--- config.mk ---
export PLATFORM = sky130hd
export DESIGN_NAME = memory_access
export DESIGN_NICKNAME = d
export VERILOG_FILES = /design/src/rtl/memory_access.sv
export SDC_FILE = /design/constraint.sdc
export NUM_CORES = 1
export LEC_CHECK = 0
export BUFFER_PORTS_ARGS = -buffer_cell sky130_fd_sc_hd__clkbuf_2
export CELL_PAD_IN_SITES_DETAIL_PLACEMENT = 0
export CELL_PAD_IN_SITES_GLOBAL_PLACEMENT = 2
export CORE_MARGIN = 5
export CORE_UTILIZATION = 31
export CTS_BUF_LIST = sky130_fd_sc_hd__clkbuf_2 sky130_fd_sc_hd__clkbuf_4 sky130_fd_sc_hd__clkbuf_8
export DETAILED_ROUTE_END_ITERATION = 6
export PLACE_DENSITY = 0.86
export SLEW_MARGIN = 20
export SYNTH_ARGS = -nofsm -noshare
export SYNTH_HDL_FRONTEND = slang
export SYNTH_SLANG_ARGS = --single-unit
--- constraint.sdc ---
create_clock -name clk -period 2.77 [get_ports clk]
set_input_delay 0.1385 -clock clk [delete_from_list [all_inputs] [get_ports clk]]
set_output_delay 0.1385 -clock clk [all_outputs]
set_load 0.02 [all_outputs]
--- src/rtl/memory_access.sv ---
// memory_access: MEM pipeline stage between execute and write_back.
// Issues one data-memory transaction per load/store, extracts and extends
// loaded bytes/halves, aligns store data onto byte lanes, stalls upstream
// while a transaction is outstanding and aborts after TIMEOUT_CYCLES.
// Optional feature: define MEM_MISALIGN_CHECK_EN to reject misaligned
// half/word accesses with a one-cycle mem_error instead of issuing them.
//
// Memory port handshake: mem_req is the valid. Once raised, mem_req, mem_we,
// mem_addr, mem_wdata and mem_byte_en are held stable until the cycle in which
// mem_ready is sampled high (transfer completes on that clock edge) or the
// timeout fires. mem_ready is ignored whenever mem_req is low.
module memory_access #(
  parameter int unsigned TIMEOUT_CYCLES = 16
) (
  input  logic        clk,
  input  logic        reset,
  input  logic [31:0] pc,
  input  logic [31:0] result,
  input  logic [31:0] rs2_value_input,
  input  logic [1:0]  read_status_input,
  input  logic [1:0]  write_status_input,
  input  logic        load_signed_input,
  input  logic [4:0]  destination_register_number_input,
  input  logic [1:0]  write_back_type_input,
  output logic        mem_req,
  output logic        mem_we,
  output logic [31:0] mem_addr,
  output logic [31:0] mem_wdata,
  output logic [3:0]  mem_byte_en,
  input  logic        mem_ready,
  input  logic [31:0] mem_rdata,
  output logic        stall,
  output logic [31:0] pc_output,
  output logic [31:0] value_output,
  output logic [4:0]  destination_register_number_output,
  output logic [1:0]  write_back_type_output,
  output logic        mem_error,
  output logic [31:0] value_forward,
  output logic [4:0]  register_forward,
  output logic        forward_enable,
  output logic [1:0]  o_dbg_state
);

  // Encodings shared with the rest of the core (format.vh)
  localparam logic [1:0] DM_NONE   = 2'd0;
  localparam logic [1:0] DM_BYTE   = 2'd1;
  localparam logic [1:0] DM_HALF   = 2'd2;
  localparam logic [1:0] DM_WORD   = 2'd3;
  localparam logic [1:0] WB_NORMAL = 2'd0;
  localparam logic [1:0] WB_HICCUP = 2'd1;

  localparam logic [7:0] LAST_CNT = 8'(TIMEOUT_CYCLES - 1);

  typedef enum logic [1:0] {
    S_IDLE = 2'd0,
    S_WAIT = 2'd1,
    S_DONE = 2'd2
  } state_t;

  state_t      r_state, w_next;
  logic [7:0]  r_cnt;
  logic        r_mem_req, r_mem_we, r_mem_error;
  logic [31:0] r_mem_addr, r_mem_wdata;
  logic [3:0]  r_mem_byte_en;
  logic [31:0] r_pc, r_result;
  logic [4:0]  r_rd;
  logic [1:0]  r_type, r_size, r_lane;
  logic        r_is_load, r_signed;
  logic [31:0] r_pc_out, r_value_out;
  logic [4:0]  r_rd_out;
  logic [1:0]  r_type_out;

  logic        w_is_mem, w_is_load, w_misalign, w_can_accept, w_start, w_timeout;
  logic [1:0]  w_size, w_lane;
  logic [3:0]  w_st_en;
  logic [31:0] w_st_data, w_load_val;
  logic [7:0]  w_ld_byte;
  logic [15:0] w_ld_half;

  // Decode the incoming bundle; a read takes precedence when both sizes are set
  always_comb begin
    w_is_mem     = (write_back_type_input != WB_HICCUP) &&
                   ((read_status_input != DM_NONE) || (write_status_input != DM_NONE));
    w_is_load    = (read_status_input != DM_NONE);
    w_size       = w_is_load ? read_status_input : write_status_input;
    w_lane       = result[1:0];
`ifdef MEM_MISALIGN_CHECK_EN
    w_misalign   = w_is_mem && (((w_size == DM_HALF) && result[0]) ||
                                ((w_size == DM_WORD) && (result[1:0] != 2'b00)));
`else
    w_misalign   = 1'b0;
`endif
    w_can_accept = (r_state == S_IDLE) || (r_state == S_DONE);
    w_start      = w_can_accept && w_is_mem && !w_misalign;
  end

  // Store lane alignment; loads read the whole word
  always_comb begin
    w_st_en   = 4'b1111;
    w_st_data = rs2_value_input;
    if (!w_is_load) begin
      case (w_size)
        DM_BYTE: begin
          w_st_en   = 4'b0001 << w_lane;
          w_st_data = {4{rs2_value_input[7:0]}};
        end
        DM_HALF: begin
          w_st_en   = w_lane[1] ? 4'b1100 : 4'b0011;
          w_st_data = {2{rs2_value_input[15:0]}};
        end
        default: ;
      endcase
    end
  end

  // Load extraction from the returned word using the captured lane/size
  always_comb begin
    w_ld_byte = mem_rdata[{r_lane, 3'b000} +: 8];
    w_ld_half = mem_rdata[{r_lane[1], 4'b0000} +: 16];
    case (r_size)
      DM_BYTE: w_load_val = {{24{r_signed & w_ld_byte[7]}}, w_ld_byte};
      DM_HALF: w_load_val = {{16{r_signed & w_ld_half[15]}}, w_ld_half};
      default: w_load_val = mem_rdata;
    endcase
  end

  // Next-state logic; ready wins over timeout in the last wait cycle
  always_comb begin
    w_next    = r_state;
    w_timeout = 1'b0;
    case (r_state)
      S_IDLE, S_DONE: w_next = w_start ? S_WAIT : S_IDLE;
      S_WAIT: begin
        if (mem_ready) begin
          w_next = S_DONE;
        end else if (r_cnt == LAST_CNT) begin
          w_next    = S_DONE;
          w_timeout = 1'b1;
        end
      end
      default: w_next = S_IDLE;
    endcase
  end

  // State, memory port and stage output registers
  always_ff @(posedge clk) begin
    if (reset) begin
      r_state       <= S_IDLE;
      r_cnt         <= '0;
      r_mem_req     <= 1'b0;
      r_mem_we      <= 1'b0;
      r_mem_addr    <= '0;
      r_mem_wdata   <= '0;
      r_mem_byte_en <= '0;
      r_mem_error   <= 1'b0;
      r_pc          <= '0;
      r_result      <= '0;
      r_rd          <= '0;
      r_type        <= WB_HICCUP;
      r_size        <= DM_NONE;
      r_lane        <= '0;
      r_is_load     <= 1'b0;
      r_signed      <= 1'b0;
      r_pc_out      <= '0;
      r_value_out   <= '0;
      r_rd_out      <= '0;
      r_type_out    <= WB_HICCUP;
    end else begin
      r_state     <= w_next;
      r_mem_error <= 1'b0;
      if (r_state == S_WAIT) begin
        if (mem_ready || w_timeout) begin
          r_mem_req   <= 1'b0;
          r_mem_we    <= 1'b0;
          r_pc_out    <= r_pc;
          r_rd_out    <= r_rd;
          r_value_out <= (mem_ready && r_is_load) ? w_load_val : r_result;
          r_type_out  <= mem_ready ? r_type : WB_HICCUP;
          r_mem_error <= !mem_ready;
        end else begin
          r_cnt <= r_cnt + 8'd1;
        end
      end else if (w_start) begin
        r_mem_req     <= 1'b1;
        r_mem_we      <= !w_is_load;
        r_mem_addr    <= {result[31:2], 2'b00};
        r_mem_wdata   <= w_st_data;
        r_mem_byte_en <= w_st_en;
        r_cnt         <= '0;
        r_pc          <= pc;
        r_result      <= result;
        r_rd          <= destination_register_number_input;
        r_type        <= write_back_type_input;
        r_size        <= w_size;
        r_lane        <= w_lane;
        r_is_load     <= w_is_load;
        r_signed      <= load_signed_input;
        r_type_out    <= WB_HICCUP;  // bubble to write_back while waiting
      end else begin
        r_pc_out    <= pc;
        r_value_out <= result;
        r_rd_out    <= destination_register_number_input;
        r_type_out  <= w_misalign ? WB_HICCUP : write_back_type_input;
        r_mem_error <= w_misalign;
      end
    end
  end

  assign mem_req        = r_mem_req;
  assign mem_we         = r_mem_we;
  assign mem_addr       = r_mem_addr;
  assign mem_wdata      = r_mem_wdata;
  assign mem_byte_en    = r_mem_byte_en;
  assign mem_error      = r_mem_error;
  assign pc_output      = r_pc_out;
  assign value_output   = r_value_out;
  assign destination_register_number_output = r_rd_out;
  assign write_back_type_output = r_type_out;
  assign stall          = !reset && ((r_state == S_WAIT) || w_start);
  assign value_forward  = r_value_out;
  assign register_forward = r_rd_out;
  assign forward_enable = (r_type_out == WB_NORMAL) && (r_rd_out != 5'd0) && !stall;
  assign o_dbg_state    = r_state;

endmodule

==> reports/qor.csv <==
metric,value,unit
layout cells sized above 1,28.5,%
CP arrival,2.90,ns
total CTS buffers,17,
# clock sinks,195,
die height,181,um
Buf/Inv on CP,4,
Post-Synthesis Cells,1090,
Max Cap Viol,0,
Synth Area in Compound Gates,25.2,%
CTS tree,done,
routed len/inst,18.0,um
worst path cell trace,"dlygate4sd3_1, clkbuf_2, nor2b_1, nor3_4, buf_4, nor2_1, a311oi_1, dlygate4sd3_1",
DP Wirelength,23200,um
clock latency on the worst-skew pair,0.48,ns
Die Width,181,um
asr flop ratio synth,0,%
Pwr Total,7.09,mW
drt first-iter violations,485,
post-synthesis mux area share,4.52,%
fmax,404,MHz
Worst Setup End Kind,register,
xor and xnor fraction of the mapped netlist area,0.580,%
grt ovf,0,
worst setup path class,input port to register,
Worst-Margin Slew,0.853,ns
clock root cell,clkbuf_8,
CTS Buffer Depth,2,
top-count cell post-synth,nand2_1,
sequential area share after synthesis,43.1,%
Ys Warns,0,
Detailed Routing Iterations Pass 1,5,
final setup vio count,0,
I/O pins,326,
Crit-path slowest cell,dlygate4sd3_1,
DP Area,10600,um^2
initial antenna violation count,1,
post-synth cell types,54,
max incr delay on CP,0.60,ns
number of diodes,0,
CP required,3.19,ns
worst clock skew,0.0242,ns
vias in the first global route,8806,
post-synthesis average cell area,8.31,um^2
die area,32700,um^2
Post-synth EDFFs,0,
Vias/cell,4.92,
Placed Cells,1687,
worst hold slack,0.0410,ns
Core Rows,62,
Synth Register Bits,195,
initial core utilization,31.5,%
GP Congestion,0.860,
post-route cell area,12000,um^2
core area,28800,um^2
cell family with most CP delay,buffers and inverters,
period utilization,89.3,%
Synth area leaders,"dfxtp_1, nand2_1, a21oi_1",
final core utilization,41.8,%
Min-Delay Path Class,input port to register,
crit-path most repeated cell,dlygate4sd3_1,
Max transition margin,43.0,%
Final ANT Viol Nets,0,
CP startpoint kind,input port,
via count,8929,
setup tns final,0,ns
status,"finished, final reports clean",
synth cell count leaders,"nand2_1, dfxtp_1, a21oi_1",
first-pass GRT wire length,51000,um
cell leakage power,5.34,nW
pin count of the biggest net entering global routing,58,
"Primary FF master, synth",dfxtp_1,
DRC,0,
largest family of logic cells by synthesized area,compound AO/OA/AOI/OAI gates,
Post-Synthesis Cell Area,9060,um^2
fin nets,1568,
Adder-Cell Fraction of Synth Area,0.829,%
worst reg2reg setup slack,0.39,ns
Synth-to-Final Area Change,32.6,%
"Max FO, Critical Path",55,
Synth Area in Simple Gates,17.0,%
Power Density,590,nW/um^2
Final Hold Viols,0,
Total Wirelength,32700,um
clk slew on worst S/H paths,0.12,ns
top-area cell type share of the netlist area,43.1,%
All-Layer GR Usage,19.3,%
dpl ws,0.293,ns
Non-Filler Instances,1816,
final worst slack,0.297,ns
Final Slew Violations,0,
H-tree depth,4,
Synth area leader,dfxtp_1,
RSZ-0062 raised after global routing,no,
Port-buffer cells,323,
VDD IR-drop max,279,uV
post-layout min period,2.47,ns
per-layer routing:
layer,track usage (%),vias up,wire length [um]
li1,-,4463,-
met3,4.28,37,1910
met5,0,-,13
met2,31.3,291,15300
met4,5.25,2,658
met1,26.0,4136,14800
worst reg2reg max path, delay by kind of cell, from the launching register on:
kind	cells	cell delay, ns
buf+inv	2	1.18
flops	1	0.41
compound gates	1	0.28
simple gates	2	0.47
timing repair:
action / in CTS / in global routing
hold buffers: 97 / 0
resized for setup: 0 / 0
endpoints found under the hold margin: 155 / 0
setup buffers: 0 / 0
sequential cells by signal (all words and copies together), names as in the netlist, 4 cells and up:
signal and count:
mem_wdata 32, pc_output 32, r_pc 32, r_result 32, value_forward 32, r_cnt 8
destination_register_number_output 5, r_rd 5, mem_byte_en 4
power by group:
group / switching (mW) / internal, mW
clock network: 1.22 / 0.699
registers: 0.184 / 3.06
logic: 1.22 / 0.710
layout by cell type, fill, tap and decap left out, types with 3 or more instances in the layout:
cell           instances
a211oi_1              15
a21o_1                18
a21oi_1              135
a221o_1                6
a221oi_1              11
a22o_1                 9
a22oi_1                6
a311oi_1              26
a311oi_2               6
a31oi_1                7
buf_12                 3
buf_4                 20
clkbuf_2             322
clkbuf_8              17
clkinv_8               5
dfxtp_1              195
dlygate4sd3_1         97
ha_1                   6
inv_1                 11
inv_6                  5
mux2_2                 7
mux2i_1               33
nand2_1              206
nand2b_1               3
nand3_1               11
nand3b_1               5
nor2_1                94
nor2b_1                6
nor3_1                20
o211ai_1              14
o21ai_0               30
o22ai_1                5
o2bb2ai_1             32
xnor2_1                6
cell type report:
type,instances,area (um^2)
fill,2969,16800
clock buffer,18,241
sequential,195,3900
multi-input combinational,752,4390
tap,384,480
clock inverter,14,165
timing repair buffer,442,2790
inverter,11,41.3
path summary, 6_finish.rpt:
| check | startpoint | end | cells after the start |
|---|---|---|---|
| min | rs2_value_input[27] | mem_wdata[27] | 5 |
| min reg2reg | r_rd[1] | r_rd[1] | 2 |
| max reg2reg | o_dbg_state[0] | mem_wdata[18] | 5 |
| max | write_back_type_input[0] | mem_wdata[18] | 8 |
cell families (layout without fill, tap and decap cells):
logic type | Yosys count | after routing
AO/OA/AOI/OAI | 336 | 336
XOR/XNOR | 6 | 6
adder cells (fa/ha/maj) | 6 | 6
buffers and inverters | 144 | 485
flip-flops | 195 | 195
multiplexers | 40 | 40
other | 1 | 2
AND/OR/NAND/NOR | 362 | 362
No activity file was read; power rests on OpenSTA's default activity.
